<file path="src/rtl/text_buffer_ctrl_if.sv">
// Character stream handshake and character-RAM write bus of the text terminal.
interface text_buffer_ctrl_if #(
   parameter int unsigned AW = 12
);
   logic          char_valid;
   logic [7:0]    char_data;
   logic          char_ready;
   logic          wr_en;
   logic [AW-1:0] wr_addr;
   logic [7:0]    wr_data;

   // Character source that also observes the RAM write port.
   modport master (
      output char_valid, char_data,
      input  char_ready, wr_en, wr_addr, wr_data
   );

   // Buffer controller.
   modport slave (
      input  char_valid, char_data,
      output char_ready, wr_en, wr_addr, wr_data
   );
endinterface

</file>
<file path="src/rtl/text_buffer_ctrl.sv">
// Write-side controller of the 80x48 character RAM: consumes character codes, tracks the
// cursor, and sequences full-screen and single-row clears.
module text_buffer_ctrl #(
   parameter int unsigned COLS  = 80,
   parameter int unsigned ROWS  = 48,
   parameter int unsigned DEPTH = COLS * ROWS,
   parameter int unsigned AW    = 12
) (
   input  logic               clk,
   input  logic               rst_n,
   text_buffer_ctrl_if.slave  bus,
   input  logic               clear_req,
   output logic               busy,
   output logic [6:0]         cur_col,
   output logic [5:0]         cur_row
);

   typedef enum logic [1:0] {StFullClr, StIdle, StRowClr} state_e;

   localparam logic [6:0]    ColLast  = 7'(COLS - 1);
   localparam logic [5:0]    RowLast  = 6'(ROWS - 1);
   localparam logic [AW-1:0] AddrLast = AW'(DEPTH - 1);
   localparam logic [AW-1:0] RowClrLast = AW'(COLS - 1);

   state_e        state_q, state_d;
   logic [AW-1:0] cnt_q, cnt_d;
   logic [6:0]    col_q, col_d;
   logic [5:0]    row_q, row_d;
   logic          pend_q, pend_d;
   logic          wr_en_q, wr_en_d;
   logic [AW-1:0] wr_addr_q, wr_addr_d;
   logic [7:0]    wr_data_q, wr_data_d;
   logic [5:0]    row_nxt;

   // row*80 built from two shifts; the largest cell is 47*80+79 = 3839.
   function automatic logic [AW-1:0] cell_addr(input logic [5:0] row, input logic [6:0] col);
      logic [AW-1:0] r;
      r = AW'(row);
      return (r << 6) + (r << 4) + AW'(col);
   endfunction

   // Next state, cursor movement and the write scheduled for the following cycle.
   always_comb begin
      state_d   = state_q;
      cnt_d     = cnt_q;
      col_d     = col_q;
      row_d     = row_q;
      pend_d    = pend_q;
      wr_en_d   = 1'b0;
      wr_addr_d = wr_addr_q;
      wr_data_d = wr_data_q;
      row_nxt   = (row_q == RowLast) ? 6'd0 : row_q + 6'd1;

      case (state_q)
         StFullClr: begin
            wr_en_d   = 1'b1;
            wr_addr_d = cnt_q;
            wr_data_d = 8'h00;
            cnt_d     = cnt_q + AW'(1);
            if (cnt_q == AddrLast) begin
               cnt_d   = '0;
               state_d = StIdle;
            end
         end

         StIdle: begin
            if (clear_req) begin
               state_d = StFullClr;
               cnt_d   = '0;
               col_d   = '0;
               row_d   = '0;
               pend_d  = 1'b0;
            end else if (bus.char_valid) begin
               if (bus.char_data >= 8'h20 && bus.char_data <= 8'h7E) begin
                  wr_en_d   = 1'b1;
                  wr_addr_d = cell_addr(row_q, col_q);
                  wr_data_d = bus.char_data;
                  if (col_q != ColLast) begin
                     col_d = col_q + 7'd1;
                  end else begin
                     col_d   = '0;
                     row_d   = row_nxt;
                     cnt_d   = '0;
                     state_d = StRowClr;
                  end
               end else begin
                  case (bus.char_data)
                     8'h0A, 8'h0D: begin
                        col_d   = '0;
                        row_d   = row_nxt;
                        cnt_d   = '0;
                        state_d = StRowClr;
                     end
                     8'h08: begin
                        if (col_q != 7'd0) begin
                           col_d     = col_q - 7'd1;
                           wr_en_d   = 1'b1;
                           wr_addr_d = cell_addr(row_q, col_q - 7'd1);
                           wr_data_d = 8'h00;
                        end else if (row_q != 6'd0) begin
                           row_d     = row_q - 6'd1;
                           col_d     = ColLast;
                           wr_en_d   = 1'b1;
                           wr_addr_d = cell_addr(row_q - 6'd1, ColLast);
                           wr_data_d = 8'h00;
                        end
                     end
                     8'h0C: begin
                        state_d = StFullClr;
                        cnt_d   = '0;
                        col_d   = '0;
                        row_d   = '0;
                        pend_d  = 1'b0;
                     end
                     default: ;
                  endcase
               end
            end
         end

         StRowClr: begin
            // Cursor already sits in the row being cleared, so row_q gives the base.
            wr_en_d   = 1'b1;
            wr_addr_d = cell_addr(row_q, 7'd0) + cnt_q;
            wr_data_d = 8'h00;
            cnt_d     = cnt_q + AW'(1);
            if (clear_req) begin
               pend_d = 1'b1;
            end
            if (cnt_q == RowClrLast) begin
               cnt_d = '0;
               if (pend_q || clear_req) begin
                  state_d = StFullClr;
                  col_d   = '0;
                  row_d   = '0;
                  pend_d  = 1'b0;
               end else begin
                  state_d = StIdle;
               end
            end
         end

         default: state_d = StFullClr;
      endcase
   end

   // State, cursor and registered write port; reset starts a full clear.
   always_ff @(posedge clk or negedge rst_n) begin
      if (!rst_n) begin
         state_q   <= StFullClr;
         cnt_q     <= '0;
         col_q     <= '0;
         row_q     <= '0;
         pend_q    <= 1'b0;
         wr_en_q   <= 1'b0;
         wr_addr_q <= '0;
         wr_data_q <= '0;
      end else begin
         state_q   <= state_d;
         cnt_q     <= cnt_d;
         col_q     <= col_d;
         row_q     <= row_d;
         pend_q    <= pend_d;
         wr_en_q   <= wr_en_d;
         wr_addr_q <= wr_addr_d;
         wr_data_q <= wr_data_d;
      end
   end

   assign bus.char_ready = (state_q == StIdle) & ~clear_req;
   assign bus.wr_en      = wr_en_q;
   assign bus.wr_addr    = wr_addr_q;
   assign bus.wr_data    = wr_data_q;
   assign busy           = (state_q != StIdle);
   assign cur_col        = col_q;
   assign cur_row        = row_q;

endmodule
</file>
<file path="src/flat_wrapper.sv">
// flat-port wrapper written by rule: the top's interface ports become plain ports
module text_buffer_ctrl_flat 
#(
   parameter int unsigned COLS  = 80,
   parameter int unsigned ROWS  = 48,
   parameter int unsigned DEPTH = COLS * ROWS,
   parameter int unsigned AW    = 12
)
  (clk, rst_n, clear_req, busy, cur_col, cur_row, bus_char_valid, bus_char_data, bus_char_ready, bus_wr_en, bus_wr_addr, bus_wr_data);
  text_buffer_ctrl_if #(.AW(AW)) bus_i ();
  input  logic clk;
  input  logic rst_n;
  input  logic clear_req;
  output logic busy;
  output logic [6:0] cur_col;
  output logic [5:0] cur_row;
  input wire logic [$bits(bus_i.char_valid)-1:0] bus_char_valid;
  input wire logic [$bits(bus_i.char_data)-1:0] bus_char_data;
  output wire logic [$bits(bus_i.char_ready)-1:0] bus_char_ready;
  output wire logic [$bits(bus_i.wr_en)-1:0] bus_wr_en;
  output wire logic [$bits(bus_i.wr_addr)-1:0] bus_wr_addr;
  output wire logic [$bits(bus_i.wr_data)-1:0] bus_wr_data;
  assign bus_i.char_valid = bus_char_valid;
  assign bus_i.char_data = bus_char_data;
  assign bus_char_ready = bus_i.char_ready;
  assign bus_wr_en = bus_i.wr_en;
  assign bus_wr_addr = bus_i.wr_addr;
  assign bus_wr_data = bus_i.wr_data;
  text_buffer_ctrl #(.COLS(COLS), .ROWS(ROWS), .DEPTH(DEPTH), .AW(AW)) u_core (.clk(clk), .rst_n(rst_n), .bus(bus_i), .clear_req(clear_req), .busy(busy), .cur_col(cur_col), .cur_row(cur_row));
endmodule
</file>
<file path="config.mk">
export PLATFORM = sky130hd
export DESIGN_NAME = text_buffer_ctrl_flat
export DESIGN_NICKNAME = d
export VERILOG_FILES = /design/src/rtl/text_buffer_ctrl_if.sv /design/src/rtl/text_buffer_ctrl.sv /design/src/flat_wrapper.sv
export SDC_FILE = /design/constraint.sdc
export NUM_CORES = 1
export LEC_CHECK = 0
export CAP_MARGIN = 20
export CORE_ASPECT_RATIO = 0.9
export CORE_MARGIN = 2
export CORE_UTILIZATION = 50
export CTS_BUF_LIST = sky130_fd_sc_hd__clkbuf_16
export DETAILED_ROUTE_END_ITERATION = 8
export PLACE_DENSITY = 0.72
export SYNTH_ARGS = -nofsm -noshare
export SYNTH_HDL_FRONTEND = slang
export SYNTH_SLANG_ARGS = --single-unit
</file>
<file path="constraint.sdc">
create_clock -name clk -period 3.53 [get_ports clk]
set_input_delay 0.706 -clock clk [delete_from_list [all_inputs] [get_ports clk]]
set_output_delay 0.706 -clock clk [all_outputs]
set_load 0.1 [all_outputs]
</file>
# Word level (Yosys, flattened, before mapping)
# Cells that the tools add are included.
# totals
inputBits,12
regBits,49
# op_classes
n_eq_ne,29
n_mux,67
addsub,11
n_bitwise,2
reduce_logical,18
magnitude_cmp,2
# ops
op,count
two-way mux 12 bit,13
one-hot mux 12 bit (3 select lines),2
two-way mux 7 bit,8
two-way mux 6 bit,9
two-way mux 8 bit,6
== test 8 x 4 -> 1 bit (second input constant),4
one-hot mux 7 bit (2 select lines),2
adder 12 x 10 -> 12 bit,2
adder 12 x 7 -> 12 bit,2
one-hot mux 6 bit (3 select lines),1
one-hot mux 8 bit (2 select lines),1
!= test 5 x 4 -> 1 bit (second input constant),3
AND reduction 5 bit,3
two-way mux 1 bit,14
adder 12 x 1 -> 12 bit (second input constant),1
adder 12 bit,1
adder 12 x 7 -> 12 bit (second input constant),1
== test 12 bit (second input constant),1
== test 12 x 7 -> 1 bit (second input constant),1
two-way mux 2 bit,6
one-hot mux 6 bit (2 select lines),1
!= test 3 bit (second input constant),3
greater-or-equal comparator 8 x 6 -> 1 bit (second input constant),1
less-or-equal comparator 8 x 7 -> 1 bit (second input constant),1
34 further kinds,42

# Depth between registers and ports, before layout
# Gate-level depths: netlist (run 1).
# logic_depth
depth_word,10
depth_mapped,15
mapped_depth_nobuf,15

# Worst setup path after synthesis (run 1)
# No wires, ideal clock.
# synth_path
kind,register to register
from,reg u_core.row_q[1] (netlist: u_core.cur_row[1])
to,reg u_core.wr_addr_q[8] (netlist: u_core.bus.wr_addr[8])
setup_time_ps,66
n_path_buf,0
path_stages_with_launch,14
arrival_time_ps,3491
slack_ps,-27
cell_sequence,dfrtp_1 > inv_1 > ha_1 > xnor2_1 > ha_1 > inv_1 > ha_1 > inv_1 > fa_1 > nor2_1 > a211oi_1 > a211o_1 > a311oi_1 > a21o_1
# synth_via
elab_chain_len,10
elab_cells_between_ends,17
classes_between,add/sub: 7; eq/ne: 1; mux: 7; reduce/logical: 2
# synth_lines
element,line,source
from (decl),text_buffer_ctrl.sv:28,"logic [5:0] row_q, row_d;"
from (signal assigned),text_buffer_ctrl.sv:162,row_q <= row_d;
subtractor 6 x 1 -> 6 bit,text_buffer_ctrl.sv:104,"wr_addr_d = cell_addr(row_q - 6'd1, ColLast);"
adder 12 x 10 -> 12 bit,text_buffer_ctrl.sv:39,return (r << 6) + (r << 4) + AW'(col);
adder 12 x 7 -> 12 bit,text_buffer_ctrl.sv:39,
two-way mux 12 bit,text_buffer_ctrl.sv:100,end else if (row_q != 6'd0) begin
two-way mux 12 bit,text_buffer_ctrl.sv:95,if (col_q != 7'd0) begin
two-way mux 12 bit,text_buffer_ctrl.sv:87,case (bus.char_data)
two-way mux 12 bit,text_buffer_ctrl.sv:74,if (bus.char_data >= 8'h20 && bus.char_data <= 8'h7E) begin
two-way mux 12 bit,text_buffer_ctrl.sv:73,end else if (bus.char_valid) begin
two-way mux 12 bit,text_buffer_ctrl.sv:67,if (clear_req) begin
one-hot mux 12 bit (3 select lines),text_buffer_ctrl.sv:54,case (state_q)
to (signal assigned),text_buffer_ctrl.sv:165,wr_addr_q <= wr_addr_d;
to (decl),text_buffer_ctrl.sv:31,"logic [AW-1:0] wr_addr_q, wr_addr_d;"
# Parallel ways exist; a longest one is shown, timed or not. The select of a mux whose other input is x is not followed.
# A chain may end at the register's enable or synchronous reset.

# Worst setup path after layout (run 1)
# layout_path
from,reg u_core.col_q[0] (netlist: u_core.cur_col[0])
to,reg u_core.wr_addr_q[8] (netlist: u_core.bus.wr_addr[8])
# layout_via
elab_chain_len,8
elab_cells_between_ends,12
classes_between,add/sub: 3; eq/ne: 1; mux: 6; reduce/logical: 2
# layout_lines
element,line,source
from (decl),text_buffer_ctrl.sv:27,"logic [6:0] col_q, col_d;"
from (signal assigned),text_buffer_ctrl.sv:161,col_q <= col_d;
subtractor 7 x 1 -> 7 bit,text_buffer_ctrl.sv:98,"wr_addr_d = cell_addr(row_q, col_q - 7'd1);"
adder 12 x 7 -> 12 bit,text_buffer_ctrl.sv:39,
two-way mux 12 bit,text_buffer_ctrl.sv:95,
two-way mux 12 bit,text_buffer_ctrl.sv:87,
two-way mux 12 bit,text_buffer_ctrl.sv:74,
two-way mux 12 bit,text_buffer_ctrl.sv:73,
two-way mux 12 bit,text_buffer_ctrl.sv:67,
one-hot mux 12 bit (3 select lines),text_buffer_ctrl.sv:54,
# Parallel ways exist; a longest one is shown, timed or not. The select of a mux whose other input is x is not followed.

==> impl_metrics.json, run 1 <==
{
  "ys_seq_elements": 49,
  "overflow": 0,
  "antenna_found_initial": 0,
  "path_clk_slew_ps": 70,
  "avgSynthCellArea_um2": 8.07,
  "cp_max_fo": 7,
  "arrival_ps": 3550,
  "yosysMostFrequentCell": "nand2_1",
  "yosysWarnings": 0,
  "cts_setup_buffers": 0,
  "synthAdderAreaFrac_pct": 11.7,
  "critPathCaptureType": "flip-flop",
  "cts-root-buf": "clkbuf_16",
  "hold_class": "input port to asynchronous set/reset pin",
  "synth_xor_xnor_area_share_pct": 6.89,
  "reg2reg_to": "u_core.bus.wr_addr[8]$_DFFE_PN0P_",
  "post-place-ws_ps": 233,
  "diodes": 0,
  "critical-path-slowest-cell": "dfrtp_1",
  "final_nets": 636,
  "vias_per_cell": 5.98,
  "wirelength_um": 11800,
  "wl_per_cell_um": 16.7,
  "cts.sink_count": 49,
  "synthToLayoutAreaGrowth_pct": 17.2,
  "dpl_cell_area_um2": 5000,
  "rsz0062_at_grt": "no",
  "synthCells": 545,
  "reg2reg_slack_ps": 220,
  "synth_top_family_by_area": "compound AO/OA/AOI/OAI gates",
  "yosys-top-cells-count": "nand2_1 (57), dfrtp_1 (49), o21ai_0 (45)",
  "netlist_area_um2": 4400,
  "post-route-cell-area_um2": 5150,
  "synthSimpleGateAreaFrac_pct": 22.6,
  "period_needed_ps": 3310,
  "p_leak_nw": 2.23,
  "relSlewSlack_pct": 34.7,
  "h-tree-depth": 2,
  "firstDrtPassIters": 4,
  "place_congestion": 0.911,
  "yosys.area.top_type_share_pct": 27.9,
  "fin_skew_ps": 3.68,
  "ir_drop_v": 0.000186,
  "worstSetupPathType": "flip-flop to flip-flop",
  "synth_area_leaders": "dfrtp_1 (28%), ha_1 (9.4%), o21ai_0 (5.1%), xnor2_1 (5.0%), nand2_1 (4.9%)",
  "fin_crit_sh_pct": 93.8,
  "place_hpwl_um": 8940,
  "drv_slew": 0,
  "synth.area.mux_share_pct": 1.39,
  "critical_path_buf_inv_count": 2,
  "r2r_cells": 14,
  "die_h_um": 93.0,
  "initial_core_util_pct": 51.3,
  "cp_data_required_time_ps": 3770,
  "path_cells": "inv_1 -> ha_1 -> nand2_1 -> xnor2_1 -> ha_1 -> inv_1 -> fa_1 -> nor2b_2 -> o21ai_0 -> xnor2_1 -> a211oi_1 -> a211o_1 -> a311oi_1 -> a21o_1",
  "drc_errors": 0,
  "insertion_delay_ps": 290,
  "critPathMaxStageDelay_ps": 470,
  "setup_ws_ps": 218,
  "ant_nets": 0,
  "drive_gt1_share_pct": 9.71,
  "vias": 4222,
  "yosysSeqAreaShare_pct": 27.9,
  "critical_path.top_delay_family": "compound AO/OA/AOI/OAI gates",
  "worstReg2RegStart": "u_core.cur_col[0]$_DFFE_PN0P_",
  "grt_max_degree": 31,
  "hold_viol": 0,
  "fill_cells": 810,
  "grtUsageTotal_pct": 26.0,
  "setup_viol": 0,
  "dp.cells": 698,
  "placement.io_buffers": 47,
  "final_util_pct": 60.1,
  "coreArea_um2": 8570,
  "p_per_area_nw_per_um2": 220,
  "post_cts_resized": 0,
  "cts_made_buffers": 5,
  "synth_compound_area_share_pct": 24.6,
  "cp-startpoint": "u_core.cur_col[0]$_DFFE_PN0P_",
  "cap_violations": 0,
  "synth.distinct_cells": 67,
  "grt_pass1_vias": 4065,
  "startpoint_type": "flip-flop",
  "clock_path_buffers": 2,
  "synth_ff_type": "dfrtp_1",
  "fin_tns_setup_ps": 0,
  "die_w_um": 103,
  "ys_async_sr_fraction_pct": 100,
  "design.portCount": 48,
  "status": "finished clean",
  "synth_edf_count": 0,
  "final_cells": 706,
  "rows": 32,
  "syn-num-nets": 595,
  "drtIter0Drc": 225,
  "cts_hold_buf": 0,
  "worstMarginPinSlew_ps": 976,
  "tritoncts": "built",
  "die_area_um2": 9560,
  "synth_largest_area_cell": "dfrtp_1",
  "grt_pass1_wl_um": 19800,
  "max_freq_mhz": 302
}
state kept, by name (all words and copies together), names as in the netlist:
register / count
u_core.bus.wr_addr: 12
u_core.cnt_q: 12
u_core.bus.wr_data: 8
u_core.cur_col: 7
u_core.cur_row: 6
u_core.state_q: 2
u_core.bus.wr_en: 1
u_core.pend_q: 1
where the power goes:
group / leakage (nW) / total, mW / internal [mW] / switching (mW)
sequential: 0.640 / 0.561 / 0.561 / 0
combinational: 1.52 / 0.0638 / 0.0224 / 0.0414
clock: 0.0680 / 0.511 / 0.268 / 0.242
total: 2.23 / 1.14 / 0.851 / 0.284
placed cells by master, fill, tap and decap left out, drive strengths merged, types with 6 or more instances in the layout:
cell type / n
or2: 6
ha: 33
inv: 26
nor3: 12
a21oi: 32
nand2b: 11
and3: 8
o31ai: 10
a211oi: 11
o211ai: 6
a22oi: 6
nor2: 42
nand3: 18
xnor2: 25
xor2: 7
o21ai: 58
nand2: 57
dfrtp: 49
a21o: 11
clkdlybuf4s50: 31
nor3b: 8
buf: 33
nor2b: 9
final cells by class:
type | instances | area, um2 | share of cell area [%]
Clock buffer | 5 | 125 | 2.43
Tap cell | 119 | 149 | 2.89
Timing Repair Buffer | 64 | 568 | 11.0
Clock inverter | 3 | 26.3 | 0.510
Multi-Input combinational cell | 441 | 2960 | 57.5
Sequential cell | 49 | 1230 | 23.8
Inverter | 25 | 93.8 | 1.82
layer usage:
layer	GRT usage, %	part of all wire (%)
met5	0	0
met4	7.46	1.7
met3	3.25	6.1
met2	41.4	45
met1	36.8	47
cell families (layout without fill, tap and decap cells):
group,after synthesis,count (layout)
mux,6,6
compound gates,168,168
simple gates,196,196
buf+inv,55,97
xor+xnor,33,33
flops,49,49
fa+ha+maj,38,38
per-stage QoR:
step | hold WS (ps) | total power, mW
6_report | 455 | 1.14
4_1_cts | 485 | 1.14
3_5_place_dp | 470 | 0.635
5_1_grt | 499 | 1.17
3_3_place_gp | 463 | 0.634
2_1_floorplan | 410 | 0.596
worst max path at each step:
| stage | end | slack (ps) | cells after the start |
|---|---|---|---|
| finish | u_core.bus.wr_addr[8]$_DFFE_PN0P_ | 220 | 14 |
| global route | u_core.bus.wr_addr[8]$_DFFE_PN0P_ | 30 | 14 |
| CTS | u_core.bus.wr_addr[8]$_DFFE_PN0P_ | 200 | 14 |
| detailed placement | u_core.bus.wr_addr[8]$_DFFE_PN0P_ | 230 | 14 |
| global placement | u_core.bus.wr_addr[8]$_DFFE_PN0P_ | 310 | 14 |
| floorplan | u_core.bus.wr_addr[11]$_DFFE_PN0P_ | 20 | 15 |
Note: power is estimated with default switching activity, not from simulation.
==> run 2, diff against run 1 <==
--- a/config.mk
+++ b/config.mk
@@ -10,8 +10,11 @@
 export CORE_MARGIN = 2
 export CORE_UTILIZATION = 50
 export CTS_BUF_LIST = sky130_fd_sc_hd__clkbuf_16
+export CTS_CLUSTER_DIAMETER = 50
 export DETAILED_ROUTE_END_ITERATION = 8
 export PLACE_DENSITY = 0.72
+export RECOVER_POWER = 100
+export SLEW_MARGIN = 20
 export SYNTH_ARGS = -nofsm -noshare
 export SYNTH_HDL_FRONTEND = slang
 export SYNTH_SLANG_ARGS = --single-unit
==> run 2 against run 1 <==
Effect of this change: the run now ends with max-capacitance violations, max-slew violations left; hold slack improved by 21 ps; sequential power about the same; wire length up 0.31%; clock skew rose by 0.53 ps.
==> impl_metrics.json, run 2 (same netlist as run 1, synthesis figures left out) <==
{
  "path_clk_slew_ps": 80,
  "hold_viol": 0,
  "die_h_um": 93.0,
  "ant_nets": 0,
  "grt_pass1_wl_um": 19800,
  "power.total_mw": 1.13,
  "reg2reg_to": "u_core.bus.wr_addr[8]$_DFFE_PN0P_",
  "fin_crit_sh_pct": 93.4,
  "post_cts_resized": 0,
  "design.portCount": 48,
  "hold_class": "flip-flop to flip-flop",
  "ir_drop_v": 0.000186,
  "cts.sink_count": 49,
  "whs_ps": 476,
  "cap_violations": 1,
  "cts_setup_buffers": 0,
  "diodes": 0,
  "p_leak_nw": 2.18,
  "tritoncts": "built",
  "grt_max_degree": 31,
  "critical_path.top_delay_family": "compound AO/OA/AOI/OAI gates",
  "min_from": "u_core.bus.wr_addr[7]$_DFFE_PN0P_",
  "reg2reg_slack_ps": 230,
  "overflow": 0,
  "cts_hold_buf": 0,
  "path_cells": "inv_1 -> ha_1 -> nand2_1 -> xnor2_1 -> ha_1 -> inv_1 -> fa_1 -> nor2b_2 -> o21ai_0 -> xnor2_1 -> a211oi_1 -> a211o_1 -> a311oi_1 -> a21o_1",
  "cts-root-buf": "clkbuf_16",
  "final_common_cell": "nand2_1",
  "critPathMaxStageDelay_ps": 470,
  "grt_pass1_vias": 4065,
  "vias_per_cell": 5.99,
  "status": "finished with violations",
  "insertion_delay_ps": 290,
  "worstMarginPinSlew_ps": 1720,
  "antenna_found_initial": 0,
  "relSlewSlack_pct": -14.7,
  "drive_gt1_share_pct": 6.47,
  "placement.io_buffers": 47,
  "max_freq_mhz": 303,
  "vias": 4231,
  "drc_errors": 0,
  "die_area_um2": 9560,
  "rsz0062_at_grt": "no",
  "worstReg2RegStart": "u_core.cur_col[0]$_DFFE_PN0P_",
  "hold_path_depth": 1,
  "clock_path_buffers": 2,
  "final_nets": 636,
  "critical-path-slowest-cell": "dfrtp_1",
  "wirelength_um": 11800,
  "cp_data_required_time_ps": 3770,
  "firstDrtPassIters": 4,
  "layout_common_cells": "nand2_1 (57), o21ai_0 (56), dfrtp_1 (48), nor2_1 (42), ha_1 (33)",
  "fin_skew_ps": 4.21,
  "rows": 32,
  "critical_path_buf_inv_count": 2,
  "period_needed_ps": 3300,
  "coreArea_um2": 8570,
  "place_hpwl_um": 8940,
  "hold_end": "u_core.bus.wr_addr[7]$_DFFE_PN0P_",
  "worstSetupPathType": "flip-flop to flip-flop",
  "wl_per_cell_um": 16.7,
  "setup_viol": 0,
  "cp-startpoint": "u_core.cur_col[0]$_DFFE_PN0P_",
  "r2r_cells": 14,
  "h-tree-depth": 2,
  "startpoint_type": "flip-flop",
  "drtIter0Drc": 242,
  "arrival_ps": 3540,
  "die_w_um": 103,
  "worst-path-stages": 14,
  "grtUsageTotal_pct": 26.0,
  "cts_made_buffers": 5,
  "violations": "max-capacitance violations, max-slew violations",
  "drv_slew": 31,
  "initial_core_util_pct": 51.3,
  "p_per_area_nw_per_um2": 223,
  "critPathCaptureType": "flip-flop",
  "synthToLayoutAreaGrowth_pct": 15.5,
  "fin_tns_setup_ps": 0,
  "place_congestion": 0.911,
  "cp_max_fo": 7
}
## run 2: cell count changes in the layout (fill, tap and decap cells not counted), moves of 2 or more
| cell | change |
|---|---|
| o21ai_1 | -10 |
| or2_1 | -2 |
| o21ai_0 | +11 |
| buf_4 | -16 |
| or2_0 | +2 |
| dlygate4sd3_1 | +24 |
| clkbuf_1 | +16 |
| clkdlybuf4s50_1 | -24 |
## run 2: per-layer routing
metal,routed length (um),share of wire (%),up-vias,GRT usage (%)
met5,0,0,-,0
met4,200,1.7,0,7.46
met3,702,5.9,13,3.25
met2,5380,46,139,41.4
met1,5520,47,2030,36.8
li1,-,-,2049,-
## run 2: worst max path at each step
stage	endpoint	slack [ps]
after floorplan	u_core.bus.wr_addr[11]$_DFFE_PN0P_	20
after global placement	u_core.bus.wr_addr[8]$_DFFE_PN0P_	310
after detailed placement	u_core.bus.wr_addr[8]$_DFFE_PN0P_	230
after CTS	u_core.bus.wr_addr[8]$_DFFE_PN0P_	200
after global routing	u_core.bus.wr_addr[8]$_DFFE_PN0P_	30
final	u_core.bus.wr_addr[8]$_DFFE_PN0P_	230
## run 2: power breakdown
| part | leakage (nW) | switching [mW] | internal, mW |
|---|---|---|---|
| Sequential | 0.640 | 0 | 0.561 |
| Clock | 0.0680 | 0.243 | 0.268 |
| Combinational | 1.48 | 0.0405 | 0.0211 |
## run 2: cell type report
| class | count | area (um2) |
|---|---|---|
| flip-flops and latches | 49 | 1230 |
| inverters | 25 | 93.8 |
| well taps | 119 | 149 |
| fillers | 826 | 3490 |
| clock inverters | 3 | 26.3 |
| repair buffers | 64 | 508 |
| clock buffers | 5 | 125 |
| multi-input cells | 441 | 2950 |
## run 2: worst register-to-register path: stages, from the launching register on
cell	delay [ps]
dfrtp_1	470
inv_1	160
ha_1	290
nand2_1	100
xnor2_1	220
ha_1	230
inv_1	60
fa_1	400
nor2b_2	190
o21ai_0	130
xnor2_1	180
a211oi_1	100
a211o_1	330
a311oi_1	280
a21o_1	110
## run 2: through the flow
| step | instances | util, % | setup WS (ps) | area, um2 |
|---|---|---|---|---|
| final | 706 | 59.2 | 233 | 5080 |
| after floorplan | 545 | - | 18.6 | 4400 |
| after CTS | 706 | 60.1 | 202 | 5150 |
| after global routing | 706 | 59.2 | 34.6 | 5080 |
| after global placement | 698 | 58.3 | 313 | 5000 |
| after detailed placement | 698 | 58.3 | 233 | 5000 |
==> run 3, diff against run 2 <==
--- a/config.mk
+++ b/config.mk
@@ -14,7 +14,6 @@
 export DETAILED_ROUTE_END_ITERATION = 8
 export PLACE_DENSITY = 0.72
 export RECOVER_POWER = 100
-export SLEW_MARGIN = 20
 export SYNTH_ARGS = -nofsm -noshare
 export SYNTH_HDL_FRONTEND = slang
 export SYNTH_SLANG_ARGS = --single-unit
==> constraint.sdc (replaced) <==
create_clock -name clk -period 4.1 [get_ports clk]
set_input_delay 0.82 -clock clk [delete_from_list [all_inputs] [get_ports clk]]
set_output_delay 0.82 -clock clk [all_outputs]
set_load 0.1 [all_outputs]
==> run 3 against run 2 <==
Effect of this change: the flow still finishes with violations (max-capacitance violations, max-slew violations); final cell count down 1.7%; sequential power down 14%; wire length down 1.9%; hold slack worse by 5.7 ps; highest routed layer unchanged; global-route usage down 0.63 points; via count down 0.21%; count of clock-buffer cells in the layout unchanged; sequential cell count unchanged; clock skew down 0.84 ps; first-iteration DRC count up 21%; worst setup slack better by 280 ps; total power down 14%.
==> impl_metrics.json, run 3 (same netlist as run 1, synthesis figures left out) <==
{
  "die_w_um": 103,
  "max_freq_mhz": 279,
  "fin_skew_ps": 3.37,
  "die_area_um2": 9560,
  "r2r_cells": 13,
  "hold_class": "flip-flop to flip-flop",
  "power.total_mw": 0.972,
  "p_int_mw": 0.732,
  "critPathCaptureType": "flip-flop",
  "dpl_cell_area_um2": 4920,
  "die_h_um": 93.0,
  "cp-endpoint": "u_core.cnt_q[8]$_DFFE_PN0P_",
  "startpoint_type": "input port",
  "tritoncts": "built",
  "vias": 4222,
  "drtIter0Drc": 292,
  "clock_path_buffers": 2,
  "ant_nets": 0,
  "grtUsageTotal_pct": 25.3,
  "top_usage_layer": "met2",
  "p_clk_share_pct": 44.9,
  "cp-startpoint": "bus_char_data[7]",
  "fin_tns_setup_ps": 0,
  "worstMarginPinSlew_ps": 1910,
  "post-route-cell-area_um2": 5040,
  "worstReg2RegStart": "u_core.cur_row[1]$_DFFE_PN0P_",
  "grt_max_degree": 50,
  "pwr-share-seq_pct": 49.7,
  "drv_slew": 36,
  "critical_path.top_delay_family": "compound AO/OA/AOI/OAI gates",
  "post_cts_resized": 0,
  "cts_hold_buf": 0,
  "antenna_found_initial": 0,
  "p_comb_share_pct": 5.4,
  "multi_input_area_um2": 2940,
  "status": "finished with violations",
  "h-tree-depth": 2,
  "reg2reg_slack_ps": 660,
  "use_met3_pct": 3.47,
  "fin_crit_sh_pct": 87.5,
  "drc_errors": 0,
  "final_cells": 694,
  "cts.sink_count": 49,
  "final_nets": 624,
  "dp.cells": 685,
  "fill_cells": 827,
  "cp_max_fo": 14,
  "vias_per_cell": 6.08,
  "sw_frac_of_total_pct": 24.7,
  "path_cells": "dlygate4sd3_1 -> nor4_1 -> o211ai_1 -> o21ai_0 -> a21oi_2 -> or2_0 -> o21ai_0 -> o21ai_0",
  "cts_made_buffers": 5,
  "ir_drop_v": 0.000145,
  "relSlewSlack_pct": -27.2,
  "seq_area_um2": 1230,
  "arrival_ps": 3740,
  "path_clk_slew_ps": 70,
  "wirelength_um": 11600,
  "place_congestion": 0.909,
  "drive_gt1_share_pct": 3.83,
  "hold_viol": 0,
  "insertion_delay_ps": 290,
  "switchingPower_mw": 0.241,
  "cp_data_required_time_ps": 4250,
  "diodes": 0,
  "grtUsageMet2_pct": 41.7,
  "reg2reg_to": "u_core.bus.wr_addr[11]$_DFFE_PN0P_",
  "grt_pass1_wl_um": 19300,
  "critical-path-slowest-cell": "dlygate4sd3_1",
  "worstSetupPathType": "input port to flip-flop",
  "initial_core_util_pct": 51.3,
  "place_hpwl_um": 8590,
  "coreArea_um2": 8570,
  "p_per_area_nw_per_um2": 193,
  "period_needed_ps": 3590,
  "cts_setup_buffers": 0,
  "grtUsageMet1_pct": 34.7,
  "rows": 32,
  "cp_common_cell": "o21ai_0",
  "critPathMaxStageDelay_ps": 590,
  "final_common_cell": "nand2_1",
  "min_from": "u_core.bus.wr_addr[7]$_DFFE_PN0P_",
  "grt_pass1_vias": 4014,
  "overflow": 0,
  "rsz0062_at_grt": "no",
  "wl_per_cell_um": 16.7,
  "cts-root-buf": "clkbuf_16",
  "final_util_pct": 58.9,
  "worst-path-stages": 8,
  "placement.io_buffers": 47,
  "design.portCount": 48,
  "cap_violations": 1,
  "violations": "max-capacitance violations, max-slew violations",
  "setup_viol": 0,
  "p_leak_nw": 2.18,
  "critical_path_buf_inv_count": 1,
  "layout_common_cells": "nand2_1 (57), o21ai_0 (56), dfrtp_1 (49), nor2_1 (42), dlygate4sd3_1 (35)",
  "synthToLayoutAreaGrowth_pct": 14.8,
  "firstDrtPassIters": 5
}
run 3: changes by cell type in the layout (fill, tap and decap cells not counted), sizes merged:
| cell | previous run | this run |
|---|---|---|
| clkdlybuf4s50 | 7 | 9 |
| clkbuf | 22 | 10 |
| buf | 16 | 3 |
| dlygate4sd3 | 24 | 35 |
run 3: layout make-up:
class / instances / share of cell area, %
well taps: 119 / 2.95
repair buffers: 52 / 9.55
multi-input cells: 441 / 58.3
inverters: 25 / 1.86
clock buffers: 5 / 2.48
clock inverters: 3 / 0.521
flip-flops and latches: 49 / 24.3
run 3: how the worst min path moves through the flow:
stage / to / cells past startpoint
after detailed placement: u_core.bus.wr_addr[7]$_DFFE_PN0P_ / 1
final: u_core.bus.wr_addr[7]$_DFFE_PN0P_ / 1
after floorplan: u_core.pend_q$_DFFE_PN0P_ / 2
after global routing: u_core.bus.wr_addr[6]$_DFFE_PN0P_ / 1
after CTS: u_core.bus.wr_addr[7]$_DFFE_PN0P_ / 1
after global placement: u_core.bus.wr_data[3]$_DFFE_PN0P_ / 2
run 3: stage by stage:
| stage | hold slack, ps | worst slack (ps) |
|---|---|---|
| after floorplan | 463 | 543 |
| final | 471 | 514 |
| after global routing | 492 | 249 |
| after CTS | 482 | 667 |
| after detailed placement | 466 | 560 |
| after global placement | 462 | 607 |
run 3: power groups by stage:
stage | sequential, mW | combinational [mW] | clock, mW
finish | 0.483 | 0.0529 | 0.437
global route | 0.483 | 0.0578 | 0.457
CTS | 0.483 | 0.0539 | 0.438
detailed placement | 0.492 | 0.0535 | 0
global placement | 0.492 | 0.0525 | 0
floorplan | 0.493 | 0.0205 | 0
run 3: routing by layer:
metal,share of wire (%),vias to the layer above
li1,-,2029
met4,1.4,0
met1,45,2020
met3,6.1,23
met2,47,150
met5,0,-
